### src/rtl/traffic_pkg.sv
// Shared state encoding and 2-bit lamp codes for the multi-approach traffic controller.
package traffic_pkg;

    typedef enum logic [1:0] {
        ST_ALLRED = 2'd0,
        ST_GREEN  = 2'd1,
        ST_YELLOW = 2'd2,
        ST_FLASH  = 2'd3
    } state_t;

    // Bit 1 drives the green lamp, bit 0 the yellow lamp; 00 leaves the approach red.
    localparam logic [1:0] LC_RED  = 2'b00;
    localparam logic [1:0] LC_YEL  = 2'b01;
    localparam logic [1:0] LC_GRN  = 2'b10;
    localparam logic [1:0] LC_WARN = 2'b11;

    function automatic logic [1:0] lamp_code(input state_t st, input logic warn);
        logic [1:0] code;
        code = LC_RED;
        case (st)
            ST_GREEN:  code = warn ? LC_WARN : LC_GRN;
            ST_YELLOW: code = LC_YEL;
            default:   code = LC_RED;
        endcase
        return code;
    endfunction

endpackage

### src/rtl/traffic_rr_next.sv
// Picks the next approach to serve: first requester after the current phase, cyclically,
// or simply the following approach when nobody is requesting.
module traffic_rr_next
    import traffic_pkg::*;
#(
    parameter int N_DIR = 2,
    parameter int PH_W  = (N_DIR > 1) ? $clog2(N_DIR) : 1
) (
    input  logic [PH_W-1:0]  i_phase,
    input  logic [N_DIR-1:0] i_req,
    output logic [PH_W-1:0]  o_next
);

    logic [N_DIR-1:0] w_rot;
    int               w_off;
    int               w_sum;

    always_comb begin
        // w_rot[k] is the request of approach (phase + 1 + k) mod N_DIR.
        w_rot = N_DIR'({i_req, i_req} >> (int'(i_phase) + 1));
        w_off = 0;
        for (int k = N_DIR - 1; k >= 0; k--) begin
            if (w_rot[k]) begin
                w_off = k;
            end
        end
        w_sum = int'(i_phase) + 1 + w_off;
        if (w_sum >= N_DIR) begin
            w_sum = w_sum - N_DIR;
        end
        o_next = PH_W'(w_sum);
    end

endmodule

### src/rtl/traffic_ctrl.sv
// Timed traffic-light sequencer for N_DIR approaches with request-driven ordering
// and a maintenance flash override; all lamp outputs are registered.
module traffic_ctrl
    import traffic_pkg::*;
#(
    parameter int N_DIR    = 2,
    parameter int GREEN_T  = 20,
    parameter int WARN_T   = 3,
    parameter int YELLOW_T = 4,
    parameter int ALLRED_T = 2,
    parameter int CNT_W    = 8,
    parameter int PH_W     = (N_DIR > 1) ? $clog2(N_DIR) : 1
) (
    input  logic             clk,
    input  logic             rst,
    input  logic             tick,
    input  logic [N_DIR-1:0] req,
    input  logic             flash,
    output logic [N_DIR-1:0] green,
    output logic [N_DIR-1:0] yellow,
    output logic [N_DIR-1:0] red,
    output logic [PH_W-1:0]  phase
);

    state_t           r_state;
    logic [CNT_W-1:0] r_cnt;
    logic [PH_W-1:0]  r_phase;
    logic [N_DIR-1:0] r_green;
    logic [N_DIR-1:0] r_yellow;
    logic [N_DIR-1:0] r_red;

    state_t           w_state;
    logic [CNT_W-1:0] w_cnt;
    logic [PH_W-1:0]  w_phase;
    logic [PH_W-1:0]  w_rr_next;
    logic [1:0]       w_code;
    logic [N_DIR-1:0] w_green;
    logic [N_DIR-1:0] w_yellow;
    logic [N_DIR-1:0] w_red;

    traffic_rr_next #(
        .N_DIR (N_DIR),
        .PH_W  (PH_W)
    ) u_rr_next (
        .i_phase (r_phase),
        .i_req   (req),
        .o_next  (w_rr_next)
    );

    // Flash has priority over every timed transition; a coincident tick is ignored.
    always_comb begin
        w_state = r_state;
        w_cnt   = r_cnt;
        w_phase = r_phase;
        if (flash) begin
            w_state = ST_FLASH;
        end else if (r_state == ST_FLASH) begin
            w_state = ST_ALLRED;
            w_cnt   = CNT_W'(ALLRED_T - 1);
        end else if (tick) begin
            if (r_cnt != '0) begin
                w_cnt = r_cnt - 1'b1;
            end else begin
                case (r_state)
                    ST_ALLRED: begin
                        w_state = ST_GREEN;
                        w_cnt   = CNT_W'(GREEN_T - 1);
                        w_phase = w_rr_next;
                    end
                    ST_GREEN: begin
                        w_state = ST_YELLOW;
                        w_cnt   = CNT_W'(YELLOW_T - 1);
                    end
                    ST_YELLOW: begin
                        w_state = ST_ALLRED;
                        w_cnt   = CNT_W'(ALLRED_T - 1);
                    end
                    default: ;
                endcase
            end
        end
    end

    // Lamps are decoded from the next state so they change on the same edge as the FSM.
    always_comb begin
        w_code   = lamp_code(w_state, w_cnt < CNT_W'(WARN_T));
        w_green  = '0;
        w_yellow = '0;
        w_red    = '1;
        if (w_state == ST_FLASH) begin
            w_red = '0;
            if (r_state == ST_FLASH) begin
                w_yellow = tick ? ~r_yellow : r_yellow;
            end else begin
                w_yellow = '1;
            end
        end else begin
            w_green[w_phase]  = w_code[1];
            w_yellow[w_phase] = w_code[0];
            w_red[w_phase]    = ~(w_code[1] | w_code[0]);
        end
    end

    always_ff @(posedge clk or posedge rst) begin
        if (rst) begin
            r_state  <= ST_ALLRED;
            r_cnt    <= CNT_W'(ALLRED_T - 1);
            r_phase  <= PH_W'(N_DIR - 1);
            r_green  <= '0;
            r_yellow <= '0;
            r_red    <= '1;
        end else begin
            r_state  <= w_state;
            r_cnt    <= w_cnt;
            r_phase  <= w_phase;
            r_green  <= w_green;
            r_yellow <= w_yellow;
            r_red    <= w_red;
        end
    end

    assign green  = r_green;
    assign yellow = r_yellow;
    assign red    = r_red;
    assign phase  = r_phase;

endmodule

### config.mk
export PLATFORM = sky130hd
export DESIGN_NAME = traffic_ctrl
export DESIGN_NICKNAME = d
export VERILOG_FILES = /design/src/rtl/traffic_pkg.sv /design/src/rtl/traffic_rr_next.sv /design/src/rtl/traffic_ctrl.sv
export SDC_FILE = /design/constraint.sdc
export NUM_CORES = 1
export LEC_CHECK = 0
export CAP_MARGIN = 0
export CORE_MARGIN = 2
export CORE_UTILIZATION = 40
export CTS_BUF_LIST = sky130_fd_sc_hd__clkbuf_16
export DETAILED_ROUTE_END_ITERATION = 12
export GPL_ROUTABILITY_DRIVEN = 0
export PLACE_DENSITY = 0.65
export SYNTH_ARGS = -nofsm -noshare
export SYNTH_HDL_FRONTEND = slang
export SYNTH_SLANG_ARGS = --single-unit
### constraint.sdc
create_clock -name clk -period 4.45 [get_ports clk]
set_clock_uncertainty 0.2 [all_clocks]
set_input_delay 0.6675 -clock clk [delete_from_list [all_inputs] [get_ports clk]]
set_output_delay 0.6675 -clock clk [all_outputs]
set_load 0.005 [all_outputs]
Word level (Yosys, flattened, before mapping) --
Cells that the tools add are included.
Word-level totals: word-level logic and storage cells 59, bits in registers 17, input port bits 6, output and inout bits 7
Operators by class: reductions and logical operators 3, add/sub/neg operators 4, $lt $le $gt $ge 4, eq/ne operators 7, shift-type cells 1, bitwise operators 7, muxes and demuxes 27
Operator list (count):
- $ge A32 B3 Y1 const B | 1
- $mux W8 | 4
- $pmux W8 S3 | 1
- $mux W2 | 9
- $mux W1 | 10
- $eq A2 B2 Y1 const B | 4
- $lt A8 B2 Y1 const B | 1
- $reduce_bool A8 Y1 | 1
- $sub A8 B1 Y8 const B | 1
- $pmux W2 S3 | 1
- $and A2 B2 Y2 | 2
- $eq A2 B1 Y1 const B | 2
- $not A2 Y2 | 2
- $pmux W2 S2 | 1
- $shr A4 B2 Y2 | 1
- $add A2 B1 Y3 | 1
- $ne A3 B3 Y1 const B | 1
- $add A1 B1 Y2 const B | 1
- $logic_not A2 Y1 | 1
- $lt A1 B2 Y1 const B | 1
- $or A2 B2 Y2 | 1
- $demux W1 S1 | 1
- $ge A1 B1 Y1 const B | 1
- $logic_and A1 B1 Y1 | 1
- other kinds (3) | 3

Depth between registers and ports, before layout --
word-level depth 19, mapped depth 15, mapped depth without buffers 14

Modules after synthesis --
Synthesis repeated with hierarchy kept, for this count alone.
Second synthesis, totals: cells, all modules 132, area, all modules 1233.7 um^2
By module, submodules not included:
- traffic_ctrl | area each 1214.9 um^2, times used 1, cells each 129, sequential area each 430.4 um^2
- traffic_rr_next | area each 18.8 um^2, times used 1, cells each 3, sequential area each 0.0 um^2

Worst setup path before layout --
No wires, ideal clock.
kind register to register, start point reg r_cnt[0], end point reg r_yellow[0] (netlist: yellow[0]), cell stages (with the launch flop) 16, data required time 4.173 ns, setup slack 1.190 ns, arrival 2.984 ns, buffers on the path 1, setup time 0.077 ns, cells stage by stage dfstp_2 > inv_1 > ha_1 > or3b_1 > nor2_2 > and3b_2 > buf_2 > mux2i_1 > nor2_1 > or2_2 > ha_1 > nor3b_1 > o311ai_0 > nor4_1 > a41oi_1 > o21ai_1
Between the ends: elaborated cells on any way between the ends 29, classes of those cells add/sub (1); order compare (3); eq/ne (4); mux (18); bitwise (1); reduce/logical (2)
RTL lines:
- from (decl) | RTL line traffic_ctrl.sv:26 | logic [CNT_W-1:0] r_cnt;
- from (signal assigned) | RTL line traffic_ctrl.sv:107 | r_cnt <= CNT_W'(ALLRED_T - 1);
- from (signal assigned) | RTL line traffic_ctrl.sv:114 | r_cnt <= w_cnt;
- $reduce_bool A8 Y1 * | RTL line traffic_ctrl.sv:61 | if (r_cnt != '0) begin
- $mux W2 * | RTL line traffic_ctrl.sv:61
- $mux W2 * | RTL line traffic_ctrl.sv:60 | end else if (tick) begin
- $mux W2 * | RTL line traffic_ctrl.sv:57 | end else if (r_state == ST_FLASH) begin
- $mux W2 * | RTL line traffic_ctrl.sv:55 | if (flash) begin
- named net w_state[1] | RTL line traffic_ctrl.sv:32 | state_t w_state;
- $eq A2 B2 Y1 or $eq A2 B1 Y1 (tied branches) | RTL line traffic_pkg.sv:20 | case (st)
- $pmux W2 S2 | RTL line traffic_pkg.sv:20
- $and A2 B2 Y2 (no source line)
- $mux W2 | RTL line traffic_ctrl.sv:90 | if (w_state == ST_FLASH) begin
- to (signal assigned) | RTL line traffic_ctrl.sv:117 | r_yellow <= w_yellow;
- to (decl) | RTL line traffic_ctrl.sv:29 | logic [N_DIR-1:0] r_yellow;
Mark *: on every way through the listed nets, which the timed path passes. The rest lies on a longest branch. A chain may end at the register's enable or synchronous reset.

Final worst setup path --
Ends and elaborated chain as after synthesis.

==> summary.md <==
| Metric | Value |
|---|---|
| Placed Area | 1270 µm² |
| Top flip-flop cell by instance count after synthesis | sky130_fd_sc_hd__dfrtp_1 |
| R2R setup slack | 0.79 ns |
| DRC violation count after routing | 0 |
| CTS tree | done |
| Top cell type by total area after synthesis | sky130_fd_sc_hd__dfrtp_1 |
| Layout overhead on the synthesized area | 18.6% |
| Summed instance area of the synthesized netlist | 1130 µm² |
| Final TNS setup | 0 ns |
| Cell types occupying the most area after synthesis | sky130_fd_sc_hd__dfrtp_1 (29%), sky130_fd_sc_hd__ha_1 (9.9%), sky130_fd_sc_hd__dfstp_2 (9.3%) |
| Part of the cycle the worst path needs | 82.2% |
| CTS root buf | sky130_fd_sc_hd__clkbuf_16 |
| Clock transition time at the flip-flop clock pins of the worst setup and hold paths | 0.05 ns |
| Ant. Diodes | 0 |
| Overall via count from detail_route | 933 |
| Final hold vios | 0 |
| Post-layout worst setup margin | 0.791 ns |
| Synthesis warning total | 0 |
| DR WL/cell | 15.4 µm |
| Top post-synthesis cells by count | sky130_fd_sc_hd__dfrtp_1 (13), sky130_fd_sc_hd__inv_1 (10), sky130_fd_sc_hd__ha_1 (9) |
| Total Wirelength | 2500 µm |
| Most instantiated library cell after synthesis | sky130_fd_sc_hd__dfrtp_1 |
| First-pass DRT Iterations | 4 |
| Worst Path Arrival | 3.63 ns |
| Leakage | 0.605 nW |
| Element type at the critical path start | flop |
| Logic depth of the worst register-to-register path | 14 |
| Rel. slew slack | 55.8% |
| Share of final-layout standard cells stronger than drive strength 1 | 13.0% |
| Avg Synthesized Cell Area | 9.46 µm² |
| Synth Instances | 120 |
| Max-slew violation total from the final report | 0 |
| Port bufs | 12 |
| Maximum number of pins on one net before global-route repair | 18 |
| Starting Density | 41.5% |
| Fin crit period | 3.66 ns |
| Count of different cell masters after synthesis | 46 |
| Initial antenna violation count | 0 |
| Layout Nets | 147 |
| Synthesis-stage register bit count | 17 |
| Starting DRT DRC Count | 44 |
| Routed vias/inst | 5.76 |
| Maximum clock frequency | 273 MHz |
| Fraction of the yosys area taken by sequential cells | 37.9% |
| Start of the worst register-to-register path | r_cnt[0] |
| Setup fix buffers added after clock tree synthesis | 0 |
| CTS resizes | 0 |
| Placement-stage worst setup slack | 0.777 ns |
| Transition at the pin with the smallest max-transition slack | 0.662 ns |
| Category of the worst setup path capture point | flop |
| Via count of the first global-routing pass | 866 |
| Die extent in y | 57.3 µm |
| Number of core rows | 19 |
| Top cell type's share of synthesized area | 28.7% |
| Syn nets | 135 |
| Peak supply drop | 0.601 mV |
| Horiz. Die Dim | 57.3 µm |
| Clk_lat worst skew | 0.25 ns |
| Area of the core | 2730 µm² |
| Total of max-cap violations | 0 |
| Final Instance Area | 1350 µm² |
| Crit. Startpoint | r_cnt[0] |
| Clock buffer count from CTS | 3 |
| Unrepaired setup endpoints after global routing | no |
| Die outline area | 3280 µm² |
| Power density cells | 599 nW/µm² |
| DP Wirelength | 1820 µm |
| Level count of the clock H-tree | 1 |
| Path category of the worst min-delay check | reg2reg |
| Worst setup path end | yellow[0] |
| Overall Global Routing Usage | 16.4% |
| EDFF count, synth | 0 |
| Critical register-to-register path endpoint | yellow[0] |
| Highest net fanout along the worst path | 7 |
| Endpoints failing setup | 0 |
| Number of buffers inserted for hold repair after clock tree synthesis | 0 |
| TritonCTS sink count | 17 |
| Run status | finished, final reports clean |
| Post-DRT Antenna Nets | 0 |
| Crit path required time | 4.42 ns |
| I/O pin count | 13 |
| Worst setup path class | reg2reg |
| First-pass GRT wire length | 4130 µm |
| Async set-reset flop share out of synthesis | 100% |
| Worst-case clock buffer depth | 2 |
| Remaining Overflow, GRT | 0 |
==> worst max-delay path, cell delays in order, from the launching register on <==
cell and delay (ns):
sky130_fd_sc_hd__dfstp_2 0.39, sky130_fd_sc_hd__inv_1 0.11, sky130_fd_sc_hd__ha_1 0.18, sky130_fd_sc_hd__or3b_1 0.42, sky130_fd_sc_hd__nor2_2 0.20, sky130_fd_sc_hd__and3b_2 0.27, sky130_fd_sc_hd__mux2i_1 0.19, sky130_fd_sc_hd__nor2_1 0.06
sky130_fd_sc_hd__or2_2 0.32, sky130_fd_sc_hd__ha_1 0.27, sky130_fd_sc_hd__nor3b_1 0.23, sky130_fd_sc_hd__o311ai_0 0.17, sky130_fd_sc_hd__nor4_1 0.20, sky130_fd_sc_hd__a41oi_1 0.20, sky130_fd_sc_hd__o21ai_1 0.16
==> report_power, final <==
part           internal (W)  switching (W)  total, W
sequential         0.000216      0.0000530  0.000269
combinational      0.000166       0.000189  0.000355
clock              0.000120      0.0000616  0.000182
total              0.000503       0.000304  0.000807
==> worst min-delay path by stage <==
stage,start,to,slack (ns),depth (start not counted)
after floorplan,r_cnt[7],r_cnt[7],0.31,2
after global placement,r_cnt[7],r_cnt[7],0.36,2
after detailed placement,r_cnt[7],r_cnt[7],0.36,2
after CTS,r_cnt[7],r_cnt[7],0.37,2
after global routing,r_cnt[0],r_cnt[0],0.41,2
final,r_cnt[7],r_cnt[7],0.37,2
==> layout by cell type (no fill, tap or decap), types with 2 or more instances in the layout <==
master and count:
sky130_fd_sc_hd__dfstp_2 4, sky130_fd_sc_hd__or2_2 2, sky130_fd_sc_hd__a31oi_1 2, sky130_fd_sc_hd__nand2_1 7, sky130_fd_sc_hd__nor2_1 8, sky130_fd_sc_hd__a21oi_1 5
sky130_fd_sc_hd__o21bai_1 3, sky130_fd_sc_hd__clkbuf_16 3, sky130_fd_sc_hd__inv_1 10, sky130_fd_sc_hd__ha_1 9, sky130_fd_sc_hd__nor4_1 5, sky130_fd_sc_hd__o21ai_0 2
sky130_fd_sc_hd__nor3b_1 5, sky130_fd_sc_hd__o211ai_1 2, sky130_fd_sc_hd__or3_1 2, sky130_fd_sc_hd__xnor2_1 2, sky130_fd_sc_hd__dfrtp_1 13, sky130_fd_sc_hd__clkdlybuf4s50_1 12
sky130_fd_sc_hd__nor2b_1 2, sky130_fd_sc_hd__o21ai_1 3, sky130_fd_sc_hd__nand2b_1 5
==> per-stage QoR <==
step / hold WS (ns) / power (W) / std cells / utilization [%]
detailed placement: 0.358 / 0.000620 / 158 / 46.3
finish: 0.371 / 0.000807 / 162 / 49.2
global route: 0.410 / 0.000863 / 162 / 49.2
global placement: 0.365 / 0.000618 / 158 / 46.3
CTS: 0.369 / 0.000810 / 162 / 49.2
floorplan: 0.305 / 0.000512 / 120 / -
==> per-layer routing <==
layer	wire length (µm)	GRT usage, %
met2	1160	26.1
met5	0	0
met4	8	1.99
met1	1170	21.8
met3	158	6.58
==> kinds of logic (layout without fill, tap and decap cells) <==
logic type,after synthesis,count (layout),share of synthesized area (%)
simple gates,47,47,25.1
mux,1,1,0.882
fa+ha+maj,9,9,9.92
buf+inv,15,26,5.73
xor+xnor,2,2,1.54
flops,17,17,37.9
compound gates,29,29,18.9
==> final cells by class <==
class	instances	area (µm²)
flip-flops and latches	17	430
repair buffers	12	120
clock buffers	3	75.1
inverters	10	37.5
multi-input cells	88	639
well taps	31	38.8
fillers	238	1390
clock inverters	1	5.00
==> registers in the layout, indices dropped and copies added, names as in the netlist <==
| name | cells |
|---|---|
| phase | 1 |
| yellow | 2 |
| r_cnt | 8 |
| red | 2 |
| r_state | 2 |
| green | 2 |
No activity file was read; power rests on OpenSTA's default activity.
